--- config.mk ---
export PLATFORM = sky130hd
export DESIGN_NAME = flash_byte_responder
export DESIGN_NICKNAME = d
export VERILOG_FILES = /design/src/rtl/flash_byte_responder.sv
export SDC_FILE = /design/constraint.sdc
export NUM_CORES = 1
export LEC_CHECK = 0
export ABC_AREA = 1
export CAP_MARGIN = 5
export CELL_PAD_IN_SITES_DETAIL_PLACEMENT = 0
export CELL_PAD_IN_SITES_GLOBAL_PLACEMENT = 1
export CORE_MARGIN = 10
export CORE_UTILIZATION = 49
export DETAILED_ROUTE_END_ITERATION = 10
export DONT_BUFFER_PORTS = 1
export PLACE_DENSITY_LB_ADDON = 0.15
export SYNTH_ARGS = -nofsm -noshare
export SYNTH_HDL_FRONTEND = slang
export SYNTH_SLANG_ARGS = --single-unit
--- constraint.sdc ---
create_clock -name clk -period 6.35 [get_ports clk]
set_input_delay 0.635 -clock clk [delete_from_list [all_inputs] [get_ports clk]]
set_output_delay 0.635 -clock clk [all_outputs]
set_load 0.05 [all_outputs]
--- src/rtl/flash_byte_responder.sv ---
// SPI mode-0 single-byte READ (0x03) responder between the CPU fetch handshake and the external flash.
// Define FLASH_WAKEUP_EN to send a release-power-down (0xAB) and wait WAKE_WAIT cycles after reset.
module flash_byte_responder #(
  parameter logic [23:0] BASE_ADDR = 24'h000000,
  parameter int unsigned CLK_DIV   = 2,
  parameter int unsigned WAKE_WAIT = 1000
) (
  input  logic        clk,
  input  logic        reset,
  input  logic [10:0] flashReadAddr,
  input  logic        enableFlash,
  output logic [7:0]  flashByteRead,
  output logic        flashDataReady,
  output logic        flashClk,
  output logic        flashCs,
  output logic        flashMosi,
  input  logic        flashMiso,
  output logic [2:0]  dbg_state
);

  typedef enum logic [2:0] {
    ST_INIT         = 3'd0,
    ST_IDLE         = 3'd1,
    ST_SHIFT        = 3'd2,
    ST_DONE         = 3'd3,
    ST_WAIT_RELEASE = 3'd4
  } state_t;

  localparam logic [15:0] DIV_LAST = 16'(CLK_DIV - 1);
  localparam logic [5:0]  LAST_BIT = 6'd39;

  if (CLK_DIV < 1 || WAKE_WAIT > 32'h00FF_FFFF) begin : g_bad_param
    $error("flash_byte_responder: CLK_DIV must be >= 1 and WAKE_WAIT must fit in 24 bits");
  end

  state_t      state_q, state_d;
  logic [30:0] sr_q, sr_d;
  logic [7:0]  cap_q, cap_d;
  logic [15:0] div_q, div_d;
  logic [5:0]  bit_q, bit_d;
  logic        sck_q, sck_d;
  logic        cs_q, cs_d;
  logic        mosi_q, mosi_d;
  logic [7:0]  byte_q, byte_d;
  logic        ready_q, ready_d;
`ifdef FLASH_WAKEUP_EN
  localparam logic [23:0] WAIT_LAST = 24'(WAKE_WAIT - 1);
  logic [1:0]  init_ph_q, init_ph_d;
  logic [23:0] wait_q, wait_d;
`endif

  logic        tick, rise, fall, sck_run;
  logic [23:0] addr24;
  logic [31:0] cmd_word;

  always_comb begin
    state_d = state_q;
    sr_d    = sr_q;
    cap_d   = cap_q;
    div_d   = div_q;
    bit_d   = bit_q;
    sck_d   = sck_q;
    cs_d    = cs_q;
    mosi_d  = mosi_q;
    byte_d  = byte_q;
    ready_d = ready_q;
`ifdef FLASH_WAKEUP_EN
    init_ph_d = init_ph_q;
    wait_d    = wait_q;
    sck_run   = (state_q == ST_SHIFT) || (state_q == ST_INIT && init_ph_q == 2'd1);
`else
    sck_run   = (state_q == ST_SHIFT);
`endif
    tick     = (div_q == DIV_LAST);
    rise     = tick && !sck_q;
    fall     = tick && sck_q;
    addr24   = BASE_ADDR + {13'd0, flashReadAddr};
    cmd_word = {8'h03, addr24};

    // Shared SCK generator: CLK_DIV cycles low, then CLK_DIV cycles high.
    if (sck_run) begin
      if (tick) begin
        div_d = 16'd0;
        sck_d = !sck_q;
      end else begin
        div_d = div_q + 16'd1;
      end
    end

    case (state_q)
`ifdef FLASH_WAKEUP_EN
      ST_INIT: begin
        case (init_ph_q)
          2'd0: begin
            cs_d      = 1'b0;
            mosi_d    = 1'b1;
            sr_d      = {7'h2B, 24'd0};
            sck_d     = 1'b0;
            div_d     = 16'd0;
            bit_d     = 6'd0;
            init_ph_d = 2'd1;
          end
          2'd1: begin
            if (fall) begin
              if (bit_q == 6'd7) begin
                cs_d      = 1'b1;
                mosi_d    = 1'b0;
                wait_d    = 24'd0;
                init_ph_d = 2'd2;
              end else begin
                bit_d  = bit_q + 6'd1;
                mosi_d = sr_q[30];
                sr_d   = {sr_q[29:0], 1'b0};
              end
            end
          end
          default: begin
            if (wait_q == WAIT_LAST) begin
              state_d = ST_IDLE;
            end else begin
              wait_d = wait_q + 24'd1;
            end
          end
        endcase
      end
`endif
      ST_IDLE: begin
        if (enableFlash) begin
          mosi_d  = cmd_word[31];
          sr_d    = cmd_word[30:0];
          cap_d   = 8'd0;
          sck_d   = 1'b0;
          div_d   = 16'd0;
          bit_d   = 6'd0;
          cs_d    = 1'b0;
          ready_d = 1'b0;
          state_d = ST_SHIFT;
        end
      end
      ST_SHIFT: begin
        if (rise && bit_q >= 6'd32) begin
          cap_d = {cap_q[6:0], flashMiso};
        end
        if (fall) begin
          if (bit_q == LAST_BIT) begin
            cs_d    = 1'b1;
            mosi_d  = 1'b0;
            byte_d  = cap_q;
            ready_d = 1'b1;
            state_d = ST_DONE;
          end else begin
            // Command/address bits end at bit 31; MOSI idles low for the data byte.
            bit_d  = bit_q + 6'd1;
            mosi_d = (bit_q < 6'd31) ? sr_q[30] : 1'b0;
            sr_d   = {sr_q[29:0], 1'b0};
          end
        end
      end
      ST_DONE: begin
        state_d = enableFlash ? ST_WAIT_RELEASE : ST_IDLE;
      end
      ST_WAIT_RELEASE: begin
        if (!enableFlash) begin
          state_d = ST_IDLE;
        end
      end
      default: begin
        state_d = ST_IDLE;
      end
    endcase
  end

  always_ff @(posedge clk) begin
    if (reset) begin
`ifdef FLASH_WAKEUP_EN
      state_q   <= ST_INIT;
      init_ph_q <= 2'd0;
      wait_q    <= 24'd0;
`else
      state_q   <= ST_IDLE;
`endif
      sr_q    <= 31'd0;
      cap_q   <= 8'd0;
      div_q   <= 16'd0;
      bit_q   <= 6'd0;
      sck_q   <= 1'b0;
      cs_q    <= 1'b1;
      mosi_q  <= 1'b0;
      byte_q  <= 8'd0;
      ready_q <= 1'b1;
    end else begin
`ifdef FLASH_WAKEUP_EN
      init_ph_q <= init_ph_d;
      wait_q    <= wait_d;
`endif
      state_q <= state_d;
      sr_q    <= sr_d;
      cap_q   <= cap_d;
      div_q   <= div_d;
      bit_q   <= bit_d;
      sck_q   <= sck_d;
      cs_q    <= cs_d;
      mosi_q  <= mosi_d;
      byte_q  <= byte_d;
      ready_q <= ready_d;
    end
  end

  assign flashByteRead  = byte_q;
  assign flashDataReady = ready_q;
  assign flashClk       = sck_q;
  assign flashCs        = cs_q;
  assign flashMosi      = mosi_q;
  assign dbg_state      = state_q;

endmodule

Yosys cells after proc, flatten, opt, wreduce, memory -nomap -nowiden

Index checks and enable logic that the tools add are counted.

Register bits after elaboration: 75
Logic and storage cells: 69
Input port bits: 15
Output and inout port bits: 15

Muxes and demuxes: 33
Add/sub/neg operators: 2
$lt $le $gt $ge: 2
Equality and inequality tests: 12
Reduce and logical (&&, ||, !) cells: 11

Operators by type and width:

| operator                                                                 | number |
|---|---|
| 31-bit two-way mux                                                       | 3 |
| 16-bit two-way mux                                                       | 4 |
| 31-bit one-hot mux with 2 select lines                                   | 1 |
| 6-bit two-way mux                                                        | 3 |
| 16-bit by 1-bit adder with 16-bit output (second input constant)         | 1 |
| 16-bit by 1-bit == test with 1-bit output (second input constant)        | 1 |
| 8-bit two-way mux                                                        | 2 |
| 8-bit one-hot mux with 2 select lines                                    | 1 |
| 3-bit two-way mux                                                        | 5 |
| 3-bit one-hot mux with 4 select lines                                    | 1 |
| 6-bit one-hot mux with 2 select lines                                    | 1 |
| 4-bit AND reduction                                                      | 3 |
| 1-bit two-way mux                                                        | 10 |
| 3-bit AND reduction                                                      | 3 |
| 2-bit inequality test (second input constant)                            | 4 |
| 6-bit by 1-bit adder with 6-bit output (second input constant)           | 1 |
| 3-bit by 2-bit == test with 1-bit output (second input constant)         | 2 |
| 6-bit == test (second input constant)                                    | 1 |
| 6-bit >= comparator (second input constant)                              | 1 |
| 6-bit by 5-bit < comparator with 1-bit output (second input constant)    | 1 |
| 2-bit by 1-bit inequality test with 1-bit output (second input constant) | 2 |
| 1-bit one-hot mux with 2 select lines                                    | 2 |
| 3-bit by 1-bit == test with 1-bit output (second input constant)         | 1 |
| 3-bit == test (second input constant)                                    | 1 |
| 3 further kinds                                                          | 5 |

Logic depth before layout (Yosys ltp)

Gate-level depths: netlist of run 1.

Depth in word-level cells: 5
Mapped depth: 13
Mapped depth without buffers: 13

Worst setup path before layout of run 1

OpenSTA, ideal clock, no wires.

Path type: register to register
Start: register div_q[0]
End: register bit_q[0]
Buffers on the path: 1
Clock period less this slack: 2037 ps
Setup slack: 4313 ps
Arrival: 1921 ps
Required time: 6235 ps
Setup time: 115 ps
Stages on the path, launching flop included: 13
Path through: dfxtp_1 ha_1 nand3_1 nor4_1 ha_1 inv_1 nand3_1 nand2_1 inv_2 nand3_4 buf_6 o21ai_0 inv_1

Cells in the longest elaborated chain, start to end: 4

Ends and longest elaborated chain:

| item                                      | RTL line | text |
|---|---|---|
| start: declaration                        | 39       | `logic [15:0] div_q, div_d;` |
| start signal: assignment                  | 199      | `div_q <= div_d;` |
| 16-bit by 1-bit == test with 1-bit output | 74       | `tick = (div_q == DIV_LAST);` |
| 1-bit logical AND                         | 76       | `fall = tick && sck_q;` |
| 2-bit inequality test (no line)           | n/a      |  |
| 4-bit AND reduction (no line)             | n/a      |  |
| end signal: assignment                    | 200      | `bit_q <= bit_d;` |
| end: declaration                          | 40       | `logic [5:0] bit_q, bit_d;` |

No other way between the ends.
A chain may end at the register's enable or synchronous reset.

Worst setup path after layout of run 1

Start: register state_q[1] (netlist: dbg_state[1])
End: register sr_q[22]

Cells in the longest elaborated chain, start to end: 3
Elaborated cells on any way between the ends: 8
Classes of those cells: eq/ne (5); mux (1); reduce/logical (2)

Ends and longest elaborated chain:

| item                                                                                                        | RTL line | text |
|---|---|---|
| start: declaration                                                                                          | 36       | `state_t state_q, state_d;` |
| start signal: assignment                                                                                    | 196      | `state_q <= state_d;` |
| 3-bit by 2-bit == test with 1-bit output / 3-bit by 1-bit == test with 1-bit output (equally long branches) | 90       | `case (state_q)` |
| 2-bit inequality test (no line) / 2-bit nonzero test (equally long branches)                                | n/a      |  |
| 4-bit AND reduction (no line)                                                                               | n/a      |  |
| end signal: assignment                                                                                      | 197      | `sr_q <= sr_d;` |
| end: declaration                                                                                            | 37       | `logic [30:0] sr_q, sr_d;` |

Several ways; a longest one is shown, not always the timed one.

==> results of run 1 <==
[cell usage in the layout (no fill, tap or decap), drive strengths merged]
cell type / synthesis / final
xor2: 4 / 4
o2111ai: 1 / 1
nor4: 2 / 2
a21oi: 40 / 40
o21bai: 1 / 1
nand2: 141 / 141
clkbuf: 5 / 9
dfxtp: 75 / 75
inv: 39 / 41
xnor2: 1 / 1
clkinv: 1 / 3
nand3: 35 / 35
nand4: 6 / 6
a31oi: 1 / 1
or2: 1 / 1
nor3b: 3 / 3
bufinv: 0 / 1
clkinvlp: 0 / 1
nor3: 5 / 5
ha: 6 / 6
nor2: 82 / 82
and2: 1 / 1
o21ai: 24 / 24
[registers in the layout, indices dropped and copies added, names as in the netlist]
signal          count
bit_q               6
cap_q               8
dbg_state           3
flashDataReady      1
flashMosi           1
flashByteRead       8
flashClk            1
div_q              16
sr_q               31
[power groups by stage]
stage               sequential [mW]  combinational, mW  clock [mW]
global route                  0.566              0.247       0.388
floorplan                     0.559              0.214           0
global placement              0.572              0.213           0
CTS                           0.561              0.216       0.370
finish                        0.562              0.213       0.359
detailed placement            0.572              0.216           0
[worst max-delay path: stages, from the launching register on]
cell and delay [ps]:
dfxtp_1 760, nand3_4 380, inv_2 530, nand3_2 180, inv_1 480, nand2_1 140, a21oi_1 160
[logic make-up after synthesis]
family / after synthesis / share of synthesized area
AND/OR/NAND/NOR: 276 / 0.349
flip-flops: 75 / 0.435
adder cells (fa/ha/maj): 6 / 0.0218
AO/OA/AOI/OAI: 67 / 0.100
buffers and inverters: 59 / 0.0805
XOR/XNOR: 5 / 0.0127
[final timing paths]
check,slack [ps],from,end,cells past startpoint
worst max-delay path,3640,dbg_state[1],sr_q[22],6
worst min-delay path,350,reset,sr_q[0],1
worst max register to register,3640,dbg_state[1],sr_q[22],6
worst min register to register,460,sr_q[0],sr_q[0],2
[cell usage after synthesis]
cell,count,area (µm²)
a21oi_1,39,195
nand2_2,1,6.26
nand3_2,4,40.0
nor4_1,2,12.5
nand3_1,29,145
dfxtp_1,75,1500
nor3b_2,1,12.5
nand3_4,2,35.0
nor3b_1,2,15.0
nand4_1,6,37.5
inv_1,32,120
nand2_4,1,11.3
buf_2,3,15.0
nor2_2,3,18.8
buf_6,5,56.3
or2_2,1,6.26
buf_1,2,7.51
nor2_1,77,289
nor2_4,2,22.5
o21bai_1,1,7.51
o2111ai_1,1,8.76
buf_4,4,30.0
clkbuf_1,5,18.8
a31oi_1,1,6.26
ha_1,6,75.1
xor2_1,4,35.0
clkinv_1,1,3.75
and2_1,1,6.26
o21ai_1,4,20.0
inv_2,7,26.3
nor3_1,5,25.0
o21ai_0,20,100
a21oi_2,1,8.76
nand2_1,139,522
xnor2_1,1,8.76
[metal layers]
layer	wire length, µm	vias to the layer above	track usage
met5	0	-	0
met4	63	0	0.0477
met3	406	6	0.0446
met1	3610	1263	0.173
li1	-	1538	-
met2	2930	42	0.188
[cell type report]
| class | instances | share of cell area |
|---|---|---|
| tap | 96 | 0.0331 |
| inverter | 40 | 0.0414 |
| sequential | 75 | 0.414 |
| clock buffer | 9 | 0.0341 |
| clock inverter | 6 | 0.0179 |
| multi-input combinational | 354 | 0.460 |
==> impl_metrics.ini, run 1 <==
[status]
status = finished clean

[die]
fp.dieArea_mm2 = 0.0108
core-area_mm2 = 0.00683
die_w_um = 104
initial_core_util = 0.505
rows = 30
io-pin-count = 30
chipHeight_um = 104

[pwr]
p_int_mw = 0.744
switching_power_mw = 0.390
clkPwrFrac = 0.317
power_leakage_nw = 1.42
p_comb_frac = 0.188
ir_worst_vdd_uv = 160
switching_share = 0.344
p_total_mw = 1.13
seqPwrFrac = 0.495
p_per_area_mw_per_mm2 = 312

[sta]
worst_slew_pin_slew_ps = 972
hold_viol_final = 0
rsz0062_at_grt = no
maxSlewViolCount = 0
relSlewSlack = 0.351
fin_skew_ps = 5.52
setup_tns_ps = 0
hold_ws_ps = 348
fin_crit_sh = 0.427
fmax_mhz = 369
fin_ws_ps = 3640
period_minus_slack_ps = 2710
setup_viol = 0

[clocking]
htree_num_levels = 3
cts_max_path_buffers = 2
cts_tree = yes
post_cts_buffers = 0
clk_latency_ps = 350
path_clk_slew_ps = 80
cts-root-buf = clkbuf_8
hold_buffers = 0
ctsResizeCount = 0
cts.sinks = 75
cts_buffers = 9

[global_route]
grt_use_total = 0.130
grt_start_max_net_pins = 40
grt_pass1_vias = 2531
overflow = 0
grt_pass1_wl_mm = 11.9
antenna_found_initial = 0

[flow_run]
maxCapViolCount = 0

[setup_path]
critPathKind = flop to flop
path_max_fanout = 31
startpoint_type = flop
crit_required_ps = 6630
cp_data_arrival_time_ps = 2990
critPathCaptureType = flop

[finish]
fin_nets = 501
syn2layout_area_growth_pct = 5.26
diodes = 0
regArea_mm2 = 0.00150
fin_util = 0.532
drive_gt1_frac = 0.0785
multi_input_area_mm2 = 0.00167
fin_cells = 580
final_area_mm2 = 0.00363
n_fill_cell = 712

[detailed_routing]
drc = 0
ant_nets = 0
wl_per_cell_um = 12.1
vias = 2849
viasPerCell = 4.91
firstDrtPassIters = 4
drtIter0Drc = 182
drt-total-wl_mm = 7.01

[placed_design]
dp_worst_setup_slack_ps = 3650
port_buffers = 0
dpl.hpwl_mm = 4.66
placed_cells = 565
gp_congestion = 0.786
placed_area_mm2 = 0.00344

[synth]
yosysSeqAreaShare = 0.435
synth_cell_types = 35
syn_area_per_cell_um2 = 7.07
ys_ff_latch = 75
netlist_area_mm2 = 0.00345
synth_fp_nets = 509
syn_inst = 488
ys_warn_count = 0

[worst_hold_path]
hold_path_class = input port to flop
Note: power is estimated with default switching activity, not from simulation.
==> run 2: changes to the inputs <==
--- a/config.mk
+++ b/config.mk
@@ -5,12 +5,12 @@
 export SDC_FILE = /design/constraint.sdc
 export NUM_CORES = 1
 export LEC_CHECK = 0
-export ABC_AREA = 1
+export ABC_AREA = 0
 export CAP_MARGIN = 5
 export CELL_PAD_IN_SITES_DETAIL_PLACEMENT = 0
 export CELL_PAD_IN_SITES_GLOBAL_PLACEMENT = 1
 export CORE_MARGIN = 10
-export CORE_UTILIZATION = 49
+export CORE_UTILIZATION = 48
 export DETAILED_ROUTE_END_ITERATION = 10
 export DONT_BUFFER_PORTS = 1
 export PLACE_DENSITY_LB_ADDON = 0.15
==> constraint.sdc (replaced) <==
create_clock -name clk -period 2.55 [get_ports clk]
set_input_delay 0.255 -clock clk [delete_from_list [all_inputs] [get_ports clk]]
set_output_delay 0.255 -clock clk [all_outputs]
set_load 0.05 [all_outputs]
==> run 2 against run 1 <==
  * Hold slack got worse by 300 ps
  * Final cell count decreased by 24%
  * Non-clock buffer count increased by 15
  * Critical path depth increased by 2
  * Combinational power decreased by 28%
  * First-iteration DRC count decreased by 25%
  * Flip-flop and latch count unchanged
  * Total power increased by 100%
  * Synthesized cell count decreased by 25%
  * Wire length decreased by 3.8%
  * Synthesized area decreased by 6.2%
  * Sequential power increased by 120%
  * Highest routed layer unchanged
==> impl_metrics.ini, run 2 <==
[pwr]
seqPwrFrac = 0.534
p_per_area_mw_per_mm2 = 639
p_comb_frac = 0.068
ir_worst_vdd_uv = 427
p_int_mw = 1.72
switching_power_mw = 0.551
clkPwrFrac = 0.398
power_leakage_nw = 1.31
switching_share = 0.243

[placed_design]
placed_area_mm2 = 0.00330
placed_cells = 424
gp_congestion = 0.811
port_buffers = 0
dpl.hpwl_mm = 4.37

[die]
io-pin-count = 30
fp.dieArea_mm2 = 0.0104
rows = 29
chipHeight_um = 102
core-area_mm2 = 0.00646
die_w_um = 102
initial_core_util = 0.501

[detailed_routing]
vias = 2493
ant_nets = 0
drtIter0Drc = 136
drt-total-wl_mm = 6.75
drc = 0
firstDrtPassIters = 4
viasPerCell = 5.65
wl_per_cell_um = 15.3

[global_route]
overflow = 0
grt_pass1_vias = 2362
grt_use_total = 0.137
grt_use_met1 = 0.173
antenna_found_initial = 0
grtUsageMet2 = 0.203
grt_pass1_wl_mm = 11.5
grt_busiest_layer = met2
met3_usage = 0.0621
grt_start_max_net_pins = 53

[synth]
synth_top_flop_cell = dfxtp_1
netlist_area_mm2 = 0.00324
yosysTopAreaCell = dfxtp_1
ys_ff_latch = 75
ys_warn_count = 0
syn_area_per_cell_um2 = 8.87
yosysMostFrequentCell = dfxtp_1
synth_common_cells = dfxtp_1, nor2_1, nand3_1, nand2_1, a21oi_1
yosysSeqAreaShare = 0.464
synth_top_cell_area_share = 0.464
syn_inst = 365
synth-edff-count = 0
synth_cell_types = 44
synthArstFlopShare = 0
synth_fp_nets = 386
ys_top_cells_by_area = dfxtp_1, mux2i_1, nand3_1, nor2_1, a21oi_1

[clocking]
cts-root-buf = clkbuf_8
cts_tree = yes
cts_buffers = 9
clk_latency_ps = 350
htree_num_levels = 3
cts.sinks = 75
path_clk_slew_ps = 80
cts_max_path_buffers = 2

[status]
status = finished clean

[finish]
syn2layout_area_growth_pct = 9.59
fin_nets = 381
fin_cells = 441
multi_input_area_mm2 = 0.00159
final_common_cell = dfxtp_1
n_fill_cell = 614
top_register = sr_q
largest_register_ffs = 31
final_area_mm2 = 0.00355
layout_common_cells = dfxtp_1, nor2_1, nand3_1
top_regs = sr_q x31, div_q x16
diodes = 0
regArea_mm2 = 0.00150
drive_gt1_frac = 0.102

[setup_path]
r2r_setup_slack_ps = 180
r2r_cells = 8
startpoint_type = flop
cp_data_arrival_time_ps = 2660
cp_top_family = simple AND/OR/NAND/NOR gates
path_max_fanout = 5
crit_top_cell = ha_1
path_cells = ha_1, nor4b_1, and4_1, ha_1, nand4bb_4, a21o_1, or4_1, nand2_1
worstReg2RegEnd = bit_q[3]
crit_required_ps = 2850
rr_startpoint = div_q[0]
critPathKind = flop to flop
critPathCaptureType = flop
cp_num_buf_inv = 0
critPathSlowestCell = or4_1
slowest_delay_ps = 500

[sta]
setup_tns_ps = 0
maxSlewViolCount = 0
fin_crit_sh = 0.928
relSlewSlack = 0.628
worst_slew_pin_slew_ps = 558
hold_ws_ps = 43.9
fin_skew_ps = 16.1
fmax_mhz = 423
setup_viol = 0
rsz0062_at_grt = no
period_minus_slack_ps = 2370
hold_viol_final = 0

[worst_hold_path]
worstHoldPathCells = 2
hp-start = flashReadAddr[0]
min_to = sr_q[0]
hold_path_class = input port to flop

[flow_run]
maxCapViolCount = 0
[run 2: layout make-up]
class,count,share of cell area
Clock buffer,10,0.0388
Clock inverter,5,0.0152
Inverter,7,0.00741
Multi-Input combinational cell,252,0.449
Sequential cell,75,0.423
Tap cell,77,0.0272
Timing Repair Buffer,15,0.0395
[run 2: how the worst max path moves through the flow]
stage	start	slack (ps)	endpoint	cells after the start
after global routing	div_q[0]	20	bit_q[3]	9
after CTS	div_q[0]	100	bit_q[3]	8
after global placement	div_q[0]	230	bit_q[3]	8
final	div_q[0]	180	bit_q[3]	8
after detailed placement	div_q[0]	150	bit_q[3]	8
after floorplan	div_q[0]	290	bit_q[3]	9
[run 2: power by group through the flow]
stage | registers (mW) | logic [mW] | clock network (mW)
4_1_cts | 1.21 | 0.153 | 0.933
3_5_place_dp | 1.24 | 0.135 | 0
2_1_floorplan | 1.25 | 0.110 | 0
3_3_place_gp | 1.24 | 0.134 | 0
6_report | 1.21 | 0.154 | 0.903
5_1_grt | 1.21 | 0.170 | 0.981
[run 2: cells by family (layout without fill, tap and decap cells)]
| kind of cell | count (synthesis) | count (layout) | share of synthesized area |
|---|---|---|---|
| and+or+nand+nor | 156 | 156 | 0.250 |
| DFF | 75 | 75 | 0.464 |
| AOI/OAI and AO/OA | 55 | 55 | 0.107 |
| buffers and inverters | 38 | 37 | 0.0526 |
| muxes | 21 | 21 | 0.0653 |
| xor gates and xnor gates | 14 | 14 | 0.0379 |
| adders and majority gates | 6 | 6 | 0.0232 |
[run 2: what timing repair did]
| action | CTS | global route |
|---|---|---|
| endpoints found under the hold margin | 52 | 0 |
| gates resized for setup | 0 | 2 |
| setup buffers | 0 | 0 |
| endpoints found under the setup margin | 0 | 10 |
| hold buffers | 2 | 0 |
[run 2: metal layers]
metal | up-vias | wire [µm]
li1 | 1273 | -
met2 | 44 | 2970
met5 | - | 0
met1 | 1170 | 3290
met3 | 6 | 420
met4 | 0 | 65
[run 2: stage by stage]
step	utilization	power (mW)	worst slack, ps
after floorplan	-	1.36	292
after global placement	0.511	1.37	226
after detailed placement	0.511	1.37	154
after CTS	0.546	2.30	102
after global routing	0.549	2.37	21.0
final	0.549	2.27	184
